## src/rtl/counter_pkg.sv

```systemverilog
// rtl/counter_pkg.sv - shared direction constants and op-code type for the up/down counter
package counter_pkg;

    localparam logic DIR_UP   = 1'b1;
    localparam logic DIR_DOWN = 1'b0;

    typedef enum logic [1:0] {
        OP_HOLD = 2'd0,
        OP_LOAD = 2'd1,
        OP_INC  = 2'd2,
        OP_DEC  = 2'd3
    } op_e;

endpackage

```

## src/rtl/updown_counter_param_if.sv

```systemverilog
// rtl/updown_counter_param_if.sv - counter control/status bundle; ovf present only with COUNTER_SAT_EN
interface updown_counter_param_if #(
    parameter int WIDTH = 3
);
    logic             en;
    logic             up;
    logic             load;
    logic [WIDTH-1:0] load_val;
    logic [WIDTH-1:0] Q;
    logic             tc;
`ifdef COUNTER_SAT_EN
    logic             ovf;

    modport master (output en, up, load, load_val, input Q, tc, ovf);
    modport slave  (input en, up, load, load_val, output Q, tc, ovf);
`else
    modport master (output en, up, load, load_val, input Q, tc);
    modport slave  (input en, up, load, load_val, output Q, tc);
`endif
endinterface

```

## src/rtl/counter_step.sv

```systemverilog
// rtl/counter_step.sv - combinational next-count, boundary and load clamp; COUNTER_SAT_EN selects saturation
module counter_step
    import counter_pkg::*;
#(
    parameter int              WIDTH   = 3,
    parameter longint unsigned MODULUS = 64'd1 << WIDTH
) (
    input  logic [WIDTH-1:0] q_i,
    input  op_e              op_i,
    input  logic [WIDTH-1:0] load_val_i,
    output logic [WIDTH-1:0] q_o,
    output logic             boundary_o
);

    localparam logic [WIDTH-1:0] MAX_Q = WIDTH'(MODULUS - 64'd1);
    localparam logic [WIDTH:0]   ONE_W = (WIDTH+1)'(1);

    // One guard bit keeps MODULUS == 2**WIDTH from aliasing during +/-1.
    logic [WIDTH:0]   q_ext;
    logic [WIDTH-1:0] load_clamped;

    assign q_ext        = {1'b0, q_i};
    assign load_clamped = (load_val_i > MAX_Q) ? MAX_Q : load_val_i;

    always_comb begin
        q_o        = q_i;
        boundary_o = 1'b0;
        unique case (op_i)
            OP_LOAD: q_o = load_clamped;
            OP_INC: begin
                if (q_i == MAX_Q) begin
                    boundary_o = 1'b1;
`ifdef COUNTER_SAT_EN
                    q_o        = MAX_Q;
`else
                    q_o        = '0;
`endif
                end else begin
                    q_o = WIDTH'(q_ext + ONE_W);
                end
            end
            OP_DEC: begin
                if (q_i == '0) begin
                    boundary_o = 1'b1;
`ifdef COUNTER_SAT_EN
                    q_o        = '0;
`else
                    q_o        = MAX_Q;
`endif
                end else begin
                    q_o = WIDTH'(q_ext - ONE_W);
                end
            end
            default: q_o = q_i;
        endcase
    end

endmodule

```

## src/rtl/updown_counter_param.sv

```systemverilog
// rtl/updown_counter_param.sv - modulo up/down counter with load and terminal count; COUNTER_SAT_EN adds ovf
module updown_counter_param
    import counter_pkg::*;
#(
    parameter int              WIDTH   = 3,
    parameter longint unsigned MODULUS = 64'd1 << WIDTH
) (
    input logic                   clk,
    input logic                   rst_n,
    updown_counter_param_if.slave bus
);

    op_e              op;
    logic [WIDTH-1:0] q_q;
    logic [WIDTH-1:0] q_d;
    logic             tc_q;
    logic             tc_d;

    always_comb begin
        op = OP_HOLD;
        if (bus.load) begin
            op = OP_LOAD;
        end else if (bus.en) begin
            op = (bus.up == DIR_UP) ? OP_INC : OP_DEC;
        end
    end

    counter_step #(
        .WIDTH   (WIDTH),
        .MODULUS (MODULUS)
    ) u_step (
        .q_i        (q_q),
        .op_i       (op),
        .load_val_i (bus.load_val),
        .q_o        (q_d),
        .boundary_o (tc_d)
    );

    always_ff @(posedge clk) begin
        if (!rst_n) begin
            q_q  <= '0;
            tc_q <= 1'b0;
        end else begin
            q_q  <= q_d;
            tc_q <= tc_d;
        end
    end

    assign bus.Q  = q_q;
    assign bus.tc = tc_q;

`ifdef COUNTER_SAT_EN
    logic ovf_q;

    // Sticky until reset or an explicit load.
    always_ff @(posedge clk) begin
        if (!rst_n) begin
            ovf_q <= 1'b0;
        end else if (op == OP_LOAD) begin
            ovf_q <= 1'b0;
        end else if (tc_d) begin
            ovf_q <= 1'b1;
        end
    end

    assign bus.ovf = ovf_q;
`endif

endmodule

```

## src/flat_wrapper.sv

```systemverilog
// flat-port wrapper written by rule: the top's interface ports become plain ports
module updown_counter_param_flat import counter_pkg::*;
#(
    parameter int              WIDTH   = 3,
    parameter longint unsigned MODULUS = 64'd1 << WIDTH
)
  (clk, rst_n, bus_en, bus_up, bus_load, bus_load_val, bus_Q, bus_tc);
  updown_counter_param_if #(.WIDTH(WIDTH)) bus_i ();
  input logic clk;
  input logic rst_n;
  input wire logic [$bits(bus_i.en)-1:0] bus_en;
  input wire logic [$bits(bus_i.up)-1:0] bus_up;
  input wire logic [$bits(bus_i.load)-1:0] bus_load;
  input wire logic [$bits(bus_i.load_val)-1:0] bus_load_val;
  output wire logic [$bits(bus_i.Q)-1:0] bus_Q;
  output wire logic [$bits(bus_i.tc)-1:0] bus_tc;
  assign bus_i.en = bus_en;
  assign bus_i.up = bus_up;
  assign bus_i.load = bus_load;
  assign bus_i.load_val = bus_load_val;
  assign bus_Q = bus_i.Q;
  assign bus_tc = bus_i.tc;
  updown_counter_param #(.WIDTH(WIDTH), .MODULUS(MODULUS)) u_core (.clk(clk), .rst_n(rst_n), .bus(bus_i));
endmodule
```

## config.mk

```make
export PLATFORM = sky130hd
export DESIGN_NAME = updown_counter_param_flat
export DESIGN_NICKNAME = d
export VERILOG_FILES = /design/src/rtl/counter_pkg.sv /design/src/rtl/updown_counter_param_if.sv /design/src/rtl/counter_step.sv /design/src/rtl/updown_counter_param.sv /design/src/flat_wrapper.sv
export SDC_FILE = /design/constraint.sdc
export NUM_CORES = 1
export LEC_CHECK = 0
export CORE_AREA = 2 2 39 41
export CTS_CLUSTER_SIZE = 10
export DETAILED_ROUTE_END_ITERATION = 8
export DIE_AREA = 0 0 41 43
export HOLD_SLACK_MARGIN = 0.08
export PLACE_DENSITY = 0.49
export SLEW_MARGIN = 20
export SYNTH_ARGS = -nofsm -noshare
export SYNTH_HDL_FRONTEND = slang
export SYNTH_SLANG_ARGS = --single-unit
```

## constraint.sdc

```tcl
create_clock -name clk -period 1.45 [get_ports clk]
set_clock_uncertainty 0.15 [all_clocks]
set_input_delay 0.29 -clock clk [delete_from_list [all_inputs] [get_ports clk]]
set_output_delay 0.29 -clock clk [all_outputs]
set_load 0.02 [all_outputs]
```

==> impl_metrics.toml <==
[setup_path]
crit_type = "register to output pin"
critPathLaunchType = "register"
cp.depth = 1
critPathCaptureType = "output pin"
worstPathCellList = "dlygate4sd2_1"
required_ns = 1.01
worstPathArrival_ns = 0.96
reg2reg_slack_ns = 0.05
timing.rr.end = "u_core.bus.Q[0]"
critPathCapture = "bus_Q[1]"
worstSetupStartpoint = "u_core.bus.Q[1]"
cp_top_family = "flip-flops"
cp_slowest_cell = "dfxtp_2"
critPathMaxStageDelay_ns = 0.38
worst-r2r-cell-count = 5
critPathBufInv = 1
r2r_start = "u_core.bus.Q[1]"
worst-path-max-fanout = 4

[clock_network]
hold_buffers = 0
cts_sinks = 4
clock_latency_ns = 0.24
clk_pin_slew_ns = 0.04
post_cts_buffers = 0
cts_tree = "yes"
cts.path.max_buffers = 2
tritoncts.num_buffers = 3
cts_root_buf = "clkbuf_4"
cts_max_level = 1

[sta]
fin_crit_ns = 1.40
setup_viol = 0
period_share_pct = 96.8
hold_viol = 0
worst_pin_slew_ns = 0.284
slew_headroom_pct = 80.9
fin_hold_ws_ns = 0.548
slew_violations = 0
clock.fmax_mhz = 712

[global_route]
grt_pass1_vias = 363
antenna_found_initial = 0
grt.overflow.total = 0
grt_pass1_wl_mm = 1.36
grt_usage_pct = 11.5
grt_max_degree = 6

[drt]
drc = 0
drt-pass1-iter-count = 2
via_per_inst = 4.75
vias = 342
drt_iter0_markers = 1
postRouteAntennaNets = 0
wire_per_inst_um = 12.2
wirelength_um = 881

[logic_synthesis]
synth-main-ff-cell = "dfxtp_1"
synth.distinct_cells = 19
yosys_warnings = 0
ys_seq_elements = 4
synth_edf_count = 0
async_flop_share_pct = 0
yosysSeqAreaShare_pct = 27.5
netlist_area_um2 = 292
synthCells = 33
synth_nets = 45
avgSynthCellArea_um2 = 8.83

[floorplanning]
row_count = 14
coreArea_um2 = 1380
die_w_um = 41
die-height_um = 43
start_util_pct = 21.1
ios = 12
dieArea_um2 = 1760

[place]
io_buffers = 11
globalplace.congestion = 0.764
dp.final_hpwl_um = 628

[min_path]
hold_class = "register to register"

[pwr]
power.leakage_uw = 0.000239
ir_drop_v = 0.000368
p_per_area_nw_per_um2 = 776

[cells_and_area]
num-nets-final = 69
area_growth_pct = 94.4
layout_commonest_cell = "buf_4"
antenna_cells = 0
drive_above_1_share_pct = 46.4
layout_common_cells = "buf_4, clkdlybuf4s50_1"
final_util_pct = 41.0

[outcome]
run_status = "finished clean"

[flow_run]
max_cap_viol_count = 0
## what timing repair did
action,CTS,global route
setup endpoints to repair,5,4
gates resized for setup,8,10
endpoints found under the hold margin,0,0
pin swaps,2,3
## cell usage after synthesis, drive strengths merged (2+ instances only)
cell	n	share of area (%)
inv	3	3.9
nand2	2	2.6
ha	4	17
o31ai	2	5.1
a21oi	2	3.4
nand2b	3	6.4
dfxtp	4	27
a211o	2	6.0
## metal layers
layer | GRT usage (%) | share of wire, %
met3 | 6.28 | 6.7
met2 | 18.1 | 52
met4 | 2.00 | 0
met5 | 0 | 0
met1 | 13.5 | 42
## state kept, by name, indices dropped and copies added (netlist names)
register and count:
u_core.bus.tc 1, u_core.bus.Q 3
## report_power, final
part           switching [uW]  leakage, uW  total (uW)  internal [uW]
Combinational            64.1     0.000190         150           85.8
Sequential               15.0    0.0000339         134            119
Clock                    51.7    0.0000150         155            104
Total                     131     0.000239         440            309
## kinds of logic after synthesis
| group | share of synthesized area [%] |
|---|---|
| AOI/OAI and AO/OA | 26.6 |
| and+or+nand+nor | 24.9 |
| adders and majority gates | 17.2 |
| buffers and inverters | 3.86 |
| DFF | 27.5 |
## how the worst min path moves through the flow
stage / start / endpoint / slack [ns] / cells past startpoint
final: u_core.bus.Q[0] / u_core.bus.Q[0] / 0.55 / 3
after global routing: bus_load_val[0] / u_core.bus.Q[0] / 0.56 / 2
after global placement: u_core.bus.Q[0] / u_core.bus.Q[0] / 0.52 / 3
after CTS: u_core.bus.Q[2] / u_core.bus.tc / 0.54 / 2
after floorplan: bus_up / u_core.bus.Q[2] / 0.24 / 1
after detailed placement: u_core.bus.Q[0] / u_core.bus.Q[0] / 0.52 / 3
## through the flow
stage	worst slack [ns]	cell area (um2)	cells	power [uW]	TNS, ns
2_1_floorplan	0.00778	299	33	187	0
3_3_place_gp	-0.167	489	68	264	-0.587
3_5_place_dp	-0.170	489	68	262	-0.624
4_1_cts	-0.0244	531	72	427	-0.0290
5_1_grt	-0.00515	567	72	480	-0.00639
6_report	0.0458	567	72	440	0
## final cells by class
type | count | area (um2)
Tap cell | 16 | 20.0
Fill cell | 146 | 817
Timing Repair Buffer | 19 | 161
Multi-Input combinational cell | 26 | 263
Clock buffer | 4 | 26.3
Sequential cell | 4 | 85.1
Inverter | 3 | 11.3
No activity file was read; power rests on OpenSTA's default activity.
